<file path="src/rtl/bellek_hakemi.sv">
// bellek_hakemi: arbiter for the single main-memory (QSPI-backed) port.
// It shares the port between the L1 instruction-cache refill (l1b) and the
// L1 data cache (l1v), with one outstanding transaction at a time.
// It captures the request, routes the response back to its owner and aborts
// a stuck transaction with a watchdog.
// Build option: define ADIL_HAKEM_EN for round-robin arbitration. Without it,
// l1v has fixed priority on a collision.
module bellek_hakemi #(
    parameter int unsigned ADRES_BIT   = 32,
    parameter int unsigned VERI_BIT    = 32,
    parameter int unsigned ZAMAN_ASIMI = 1024
) (
    input  logic                   clk_i,
    input  logic                   rst_i,

    input  logic                   l1b_istek_i,
    input  logic [ADRES_BIT-1:2]   l1b_adr_i,
    output logic                   l1b_hazir_o,
    output logic                   l1b_gecerli_o,
    output logic [VERI_BIT-1:0]    l1b_veri_o,

    input  logic                   l1v_istek_i,
    input  logic                   l1v_yaz_i,
    input  logic [ADRES_BIT-1:2]   l1v_adr_i,
    input  logic [VERI_BIT-1:0]    l1v_veri_i,
    input  logic [VERI_BIT/8-1:0]  l1v_maske_i,
    output logic                   l1v_hazir_o,
    output logic                   l1v_gecerli_o,
    output logic [VERI_BIT-1:0]    l1v_veri_o,

    output logic                   bel_istek_o,
    output logic                   bel_yaz_o,
    output logic [ADRES_BIT-1:2]   bel_adr_o,
    output logic [VERI_BIT-1:0]    bel_veri_o,
    output logic [VERI_BIT/8-1:0]  bel_maske_o,
    input  logic                   bel_hazir_i,
    input  logic                   bel_gecerli_i,
    input  logic [VERI_BIT-1:0]    bel_veri_i,

    output logic                   hata_o
);

    localparam int unsigned SAYAC_BIT = $clog2(ZAMAN_ASIMI);

    localparam logic [1:0] BOSTA = 2'd0;
    localparam logic [1:0] ISTEK = 2'd1;
    localparam logic [1:0] YANIT = 2'd2;

    localparam logic SAHIP_L1B = 1'b0;
    localparam logic SAHIP_L1V = 1'b1;

    logic [1:0]           durum;
    logic [1:0]           durum_sonraki;
    logic                 sahip;
    logic [SAYAC_BIT-1:0] sayac;
    logic                 sure_doldu;
    logic                 l1b_oncelik;
    logic                 l1b_sec;
    logic                 l1v_sec;
    logic                 yanit_olay;
    logic                 asim_olay;
    logic                 bitir;

    // The owner register also holds the last owner. Round-robin reads it to break a collision.
`ifdef ADIL_HAKEM_EN
    assign l1b_oncelik = (sahip == SAHIP_L1V);
`else
    assign l1b_oncelik = 1'b0;
`endif

    assign sure_doldu  = (sayac == SAYAC_BIT'(ZAMAN_ASIMI - 1));
    assign bitir       = yanit_olay | asim_olay;
    assign l1b_hazir_o = l1b_sec;
    assign l1v_hazir_o = l1v_sec;
    assign bel_istek_o = (durum == ISTEK);

    // Next state, grant and completion events
    always_comb begin
        durum_sonraki = durum;
        l1b_sec       = 1'b0;
        l1v_sec       = 1'b0;
        yanit_olay    = 1'b0;
        asim_olay     = 1'b0;
        case (durum)
            BOSTA: begin
                // Gate the grant with reset so that no accept pulse leaks out while reset is held.
                l1b_sec = rst_i & l1b_istek_i & (~l1v_istek_i | l1b_oncelik);
                l1v_sec = rst_i & l1v_istek_i & ~l1b_sec;
                if (l1b_sec || l1v_sec) begin
                    durum_sonraki = ISTEK;
                end
            end
            ISTEK: begin
                if (bel_hazir_i && bel_gecerli_i) begin
                    yanit_olay = 1'b1;
                end else if (sure_doldu) begin
                    asim_olay = 1'b1;
                end else if (bel_hazir_i) begin
                    durum_sonraki = YANIT;
                end
            end
            YANIT: begin
                if (bel_gecerli_i) begin
                    yanit_olay = 1'b1;
                end else if (sure_doldu) begin
                    asim_olay = 1'b1;
                end
            end
            default: begin
                durum_sonraki = BOSTA;
            end
        endcase
        if (bitir) begin
            durum_sonraki = BOSTA;
        end
    end

    // State register
    always_ff @(posedge clk_i or negedge rst_i) begin
        if (!rst_i) begin
            durum <= BOSTA;
        end else begin
            durum <= durum_sonraki;
        end
    end

    // Capture the granted request fields and its owner
    always_ff @(posedge clk_i or negedge rst_i) begin
        if (!rst_i) begin
            sahip       <= SAHIP_L1B;
            bel_yaz_o   <= 1'b0;
            bel_adr_o   <= '0;
            bel_veri_o  <= '0;
            bel_maske_o <= '0;
        end else if (l1v_sec) begin
            sahip       <= SAHIP_L1V;
            bel_yaz_o   <= l1v_yaz_i;
            bel_adr_o   <= l1v_adr_i;
            bel_veri_o  <= l1v_veri_i;
            bel_maske_o <= l1v_maske_i;
        end else if (l1b_sec) begin
            sahip       <= SAHIP_L1B;
            bel_yaz_o   <= 1'b0;
            bel_adr_o   <= l1b_adr_i;
            bel_veri_o  <= '0;
            bel_maske_o <= '0;
        end
    end

    // Watchdog: cleared at grant, counts every cycle a transaction is open
    always_ff @(posedge clk_i or negedge rst_i) begin
        if (!rst_i) begin
            sayac <= '0;
        end else if (l1b_sec || l1v_sec) begin
            sayac <= '0;
        end else if (durum != BOSTA) begin
            sayac <= sayac + SAYAC_BIT'(1);
        end
    end

    // Route the completion (response or timeout abort) back to its owner as a one-cycle pulse
    always_ff @(posedge clk_i or negedge rst_i) begin
        if (!rst_i) begin
            l1b_gecerli_o <= 1'b0;
            l1v_gecerli_o <= 1'b0;
            l1b_veri_o    <= '0;
            l1v_veri_o    <= '0;
            hata_o        <= 1'b0;
        end else begin
            l1b_gecerli_o <= bitir & (sahip == SAHIP_L1B);
            l1v_gecerli_o <= bitir & (sahip == SAHIP_L1V);
            hata_o        <= asim_olay;
            if (bitir && (sahip == SAHIP_L1B)) begin
                l1b_veri_o <= asim_olay ? '0 : bel_veri_i;
            end
            if (bitir && (sahip == SAHIP_L1V)) begin
                l1v_veri_o <= (asim_olay || bel_yaz_o) ? '0 : bel_veri_i;
            end
        end
    end

endmodule

</file>
<file path="config.mk">
export PLATFORM = sky130hd
export DESIGN_NAME = bellek_hakemi
export DESIGN_NICKNAME = d
export VERILOG_FILES = /design/src/rtl/bellek_hakemi.sv
export SDC_FILE = /design/constraint.sdc
export NUM_CORES = 1
export LEC_CHECK = 0
export CORE_ASPECT_RATIO = 0.9
export CORE_MARGIN = 2
export CORE_UTILIZATION = 45
export DETAILED_ROUTE_END_ITERATION = 6
export PLACE_DENSITY = 0.88
export SYNTH_ARGS = -nofsm -noshare
export SYNTH_HDL_FRONTEND = slang
export SYNTH_SLANG_ARGS = --single-unit
</file>
<file path="constraint.sdc">
create_clock -name clk_i -period 2.1 [get_ports clk_i]
set_input_delay 0.42 -clock clk_i [delete_from_list [all_inputs] [get_ports clk_i]]
set_output_delay 0.42 -clock clk_i [all_outputs]
set_load 0.01 [all_outputs]
</file>
# == Word level (Yosys, flattened, before mapping) ==
# Index checks and enable logic that the tools add are counted.
# op_classes
muxes,28
add_sub_neg,1
eq_ne,8
n_reduce_logical,11
bitwise_logic,10
# op_table
op,count
$mux W32,4
$mux W30,2
$mux W10,2
$add A10 B1 Y10 const B,1
$eq A10 B10 Y1 const B,1
$mux W1,10
$mux W2,5
$mux W4,2
$and A1 B1 Y1,6
$ne A3 B3 Y1 const B,2
$pmux W2 S3,1
$reduce_bool A2 Y1,3
$reduce_and A5 Y1,1
$pmux W1 S2,2
$logic_and A1 B1 Y1,3
$logic_or A1 B1 Y1,3
$ne A3 B1 Y1 const B,1
$ne A3 B2 Y1 const B,1
$not A1 Y1,3
$eq A2 B1 Y1 const B,1
$eq A2 B2 Y1 const B,1
$logic_not A2 Y1,1
$ne A2 B2 Y1 const B,1
$or A1 B1 Y1,1
# word_totals
word_cells,70
output_inout_bits,137
ff_bits,147
input_bits,135

# == Longest topological paths before layout ==
# depth
word_depth,8
mapped_depth,10
ltp_nobuf,7

# == Least setup slack after synthesis ==
# Ideal clock, no wire load.
# synth_path
path_kind,reg-to-reg
startpoint,register durum[1]
endpoint,register l1b_veri_o[10]
required_ns,1.969
stages_incl_launch_ff,9
setup_time_ns,0.131
path_buffers,2
period_less_slack_ns,1.775
arrival_time_ns,1.643
path_slack_ns,0.325
cell_sequence,dfrtp_1 inv_1 ha_1 a21boi_1 o21ai_2 buf_4 buf_4 o211ai_2 nand3_1
# synth_between
elab_chain_len,4
word_cells_on_any_way,7
classes_between,eq/ne: 2; mux: 3; bitwise: 1; reduce/logical: 1
# synth_lines
element,line,text
start: declaration,52,logic [1:0] durum;
start signal: assignment,123,durum <= durum_sonraki;
$eq A2 B1 Y1 *,-,
named net bel_istek_o,31,"output logic bel_istek_o,"
$pmux W1 S2,84,case (durum)
$or A1 B1 Y1,72,assign bitir = yanit_olay | asim_olay;
$logic_and A1 B1 Y1,173,if (bitir && (sahip == SAHIP_L1B)) begin
end signal: assignment,174,l1b_veri_o <= asim_olay ? '0 : bel_veri_i;
end: declaration,20,"output logic [VERI_BIT-1:0] l1b_veri_o,"
# The timed path passes the listed nets; every way through them passes the cells marked *.
# A chain may end at the register's enable or synchronous reset.

# == Worst setup path after layout ==
# layout_path
startpoint,register durum[1]
endpoint,register l1v_veri_o[16]
# layout_between
elab_chain_len,4
word_cells_on_any_way,8
classes_between,eq/ne: 2; mux: 3; bitwise: 1; reduce/logical: 2
# layout_lines
element,line,text
$eq A2 B2 Y1 / $eq A2 B1 Y1 (equally long branches),84,
$pmux W1 S2,84,
$logic_or A1 B1 Y1 / $or A1 B1 Y1 (equally long branches),"177, 72",
$mux W32 / $logic_and A1 B1 Y1 (equally long branches),"177, 176",
end signal: assignment,177,l1v_veri_o <= (asim_olay || bel_yaz_o) ? '0 : bel_veri_i;
end: declaration,29,"output logic [VERI_BIT-1:0] l1v_veri_o,"
# Several ways; a longest one is shown, not always the timed one.

==> summary.txt <==
Boundary pin count -> 272
Asr flop ratio synth -> 100%
Relative slew margins -> 46.5%
Post-synthesis sequential area ratio -> 51.8%
Synth Cell Area -> 7110 um2
Worst Setup Slack, final -> 146 ps
Post-DRT Antenna Nets -> 0
Final Non-Filler Cells -> 1168
Tcrit/Tclk final -> 93.1%
Sum Neg Setup Slack -> 0 ps
Final Hold Fails -> 0
Post-Syn Instances -> 703
Routed wire per std cell -> 18.4 um
Max VDD drop -> 0.000738 V
Core area -> 15400 um2
Area leader, netlist -> dfrtp_1
CP Capture Type -> register
Syn-to-layout area delta -> 50.1%
Via-to-Cell Ratio -> 5.72
Total global-route track usage -> 26.2%
Avg Synthesized Cell Area -> 10.1 um2
First-pass GRT wire length -> 34.1 mm
Commonest non-fill, non-tap cell in the layout -> clkdlybuf4s50_1
Worst slack, placed -> -132 ps
Finished Cell Area -> 10700 um2
Critical Path Stages -> 7
Bufs and invs on worst path -> 2
Worst Setup Start Kind -> register
Layout cells sized above 1 -> 11.3%
Cell Area, Placed -> 10100 um2
Worst path arrival time -> 2200 ps
Lkg Pwr -> 4.71 nW
Final Critical Period -> 1950 ps
Vias in the first global route -> 6436
Post-DP HPWL -> 14.6 mm
Clk_lat worst skew -> 420 ps
Status -> finished clean
Final nets -> 1093
Layout Skew -> 11.9 ps
Peak Freq -> 0.512 GHz
Worst EP required -> 2350 ps
CP delay by family, top -> compound AO/OA/AOI/OAI gates
GRT overflow -> 0
ANT cells -> 0
Cells on worst reg2reg path -> 7
Chip height -> 123 um
WHS -> 172 ps
Warnings, synthesis -> 0
Row Count -> 43
Clock Tree Buf Depth -> 2
RD Place Congestion -> 0.805
Number of remaining DRC errors -> 0
Max-cap violations -> 0
Root buffer cell -> clkbuf_16
Commonest non-fill, non-tap cells in the layout -> clkdlybuf4s50_1, dfrtp_1, nand2_1
FF-to-FF setup slack -> 150 ps
PD cells -> 1330 nW/um2
Total clock sinks -> 147
Hold Buf Count CTS -> 0
Largest net degree at the start of global routing -> 148
Critical Path Source -> durum[1]$_DFFE_PN0P_
Worst-margin pin slew -> 802 ps
Initial Utilization -> 46.0%
#FFs+latches synth -> 147
Synth cell types -> 44
RSZ-0062 raised after global routing -> no
CP Max Fanout -> 19
Vias -> 6680
Worst hold path type -> primary input to async pin
Slew Viols, Final -> 0
Antenna violations before repair -> 0
Setup violators final -> 0
Post-CTS setup buffers -> 0
I/O Buffers -> 271
Synth area leaders -> dfrtp_1, o2111ai_1, nand2_1, o211ai_2, a22o_1
Final total power -> 14.2 mW
Crit-path cells -> inv_2 -> ha_2 -> a21boi_1 -> o21ai_4 -> buf_4 -> o2111ai_1 -> o221ai_1
Crit-path max cell delay -> 390 ps
Crit path capture -> l1v_veri_o[16]$_DFFE_PN0P_
Slowest library cell on the worst path -> dfrtp_1
Critical path class -> register to register
CTS tree -> yes
Placed cell count -> 1137
Initial DRC Count -> 748
Reg-to-Reg Start -> durum[1]$_DFFE_PN0P_
Clock-pin slew on the worst setup and hold paths -> 60 ps
Number of synthesized flops with an enable pin -> 0
Finished Core Util -> 69.1%
Die X -> 136 um
Drt first pass iters -> 5
H-tree levels -> 4
Syn nets -> 842
Detailed Route WL -> 21.5 mm
Synth Flop Type -> dfrtp_1
CTS Buf Count -> 17
Post-synth top area share -> 51.8%
Die area -> 16800 um2
R2R Path End -> l1v_veri_o[16]$_DFFE_PN0P_
[sequential cells by signal, summed over array words and instances (netlist names)]
register and count:
sahip 1, bel_maske_o 4, l1v_gecerli_o 1, bel_yaz_o 1, l1b_gecerli_o 1, bel_adr_o 30, l1v_veri_o 32, l1b_veri_o 32
bel_veri_o 32, hata_o 1, durum 2, sayac 10
[where the power goes]
| part | internal [mW] | switching [mW] | total, mW |
|---|---|---|---|
| clock network | 1.80 | 1.14 | 2.95 |
| logic | 3.39 | 3.25 | 6.64 |
| registers | 3.89 | 0.752 | 4.64 |
[worst min-delay path by stage]
stage / start / endpoint / cells past startpoint
global route: rst_i / bel_veri_o[10]$_DFFE_PN0N_ / 2
finish: rst_i / bel_veri_o[11]$_DFFE_PN0N_ / 2
detailed placement: bel_veri_o[10]$_DFFE_PN0N_ / bel_veri_o[10]$_DFFE_PN0N_ / 1
CTS: rst_i / bel_veri_o[10]$_DFFE_PN0N_ / 2
floorplan: rst_i / bel_adr_o[10]$_DFFE_PN0N_ / 0
global placement: bel_maske_o[2]$_DFFE_PN0N_ / bel_maske_o[2]$_DFFE_PN0N_ / 1
[layout make-up]
cell class | count | area [um2]
Fill cell | 1131 | 4780
Sequential cell | 147 | 3680
Timing Repair Buffer | 303 | 3050
Multi-Input combinational cell | 447 | 2970
Clock buffer | 22 | 464
Tap cell | 202 | 253
Inverter | 38 | 143
Clock inverter | 9 | 106
[worst reg2reg max path: cells and delay by family (launching register included)]
family                     cells  cell delay (ps)
AOI/OAI and AO/OA              4              850
DFF                            1              390
buffers and inverters          2              330
adders and majority gates      1              230
[cell usage after synthesis, types with 5 or more instances]
| library cell | n |
|---|---|
| a31oi_1 | 30 |
| clkbuf_1 | 38 |
| o211ai_2 | 30 |
| nor2_1 | 39 |
| a22o_1 | 37 |
| buf_4 | 7 |
| xor2_1 | 5 |
| inv_1 | 35 |
| o221ai_1 | 32 |
| nand3_1 | 36 |
| dfrtp_1 | 147 |
| buf_2 | 19 |
| nand2_1 | 128 |
| o2111ai_1 | 64 |
[repair_timing]
action	in CTS	in global routing
resized for setup	9	2
setup endpoints to repair	3	1
pin swaps	0	1
[cell families (layout without fill, tap and decap cells)]
group | Yosys count | in the layout | synth area share [%]
flops | 147 | 147 | 51.8
fa+ha+maj | 4 | 4 | 0.704
xor+xnor | 7 | 7 | 0.863
compound gates | 212 | 212 | 26.1
simple gates | 224 | 224 | 13.6
buf+inv | 109 | 372 | 6.89
[metal layers]
layer / GRT usage [%] / wire length [um] / share of wire (%)
met4: 7.36 / 344 / 1.6
met2: 42.9 / 10500 / 49
met3: 8.45 / 1880 / 8.7
met5: 0 / 0 / 0
met1: 33.5 / 8750 / 41
Power figures use the tool's default switching activity.
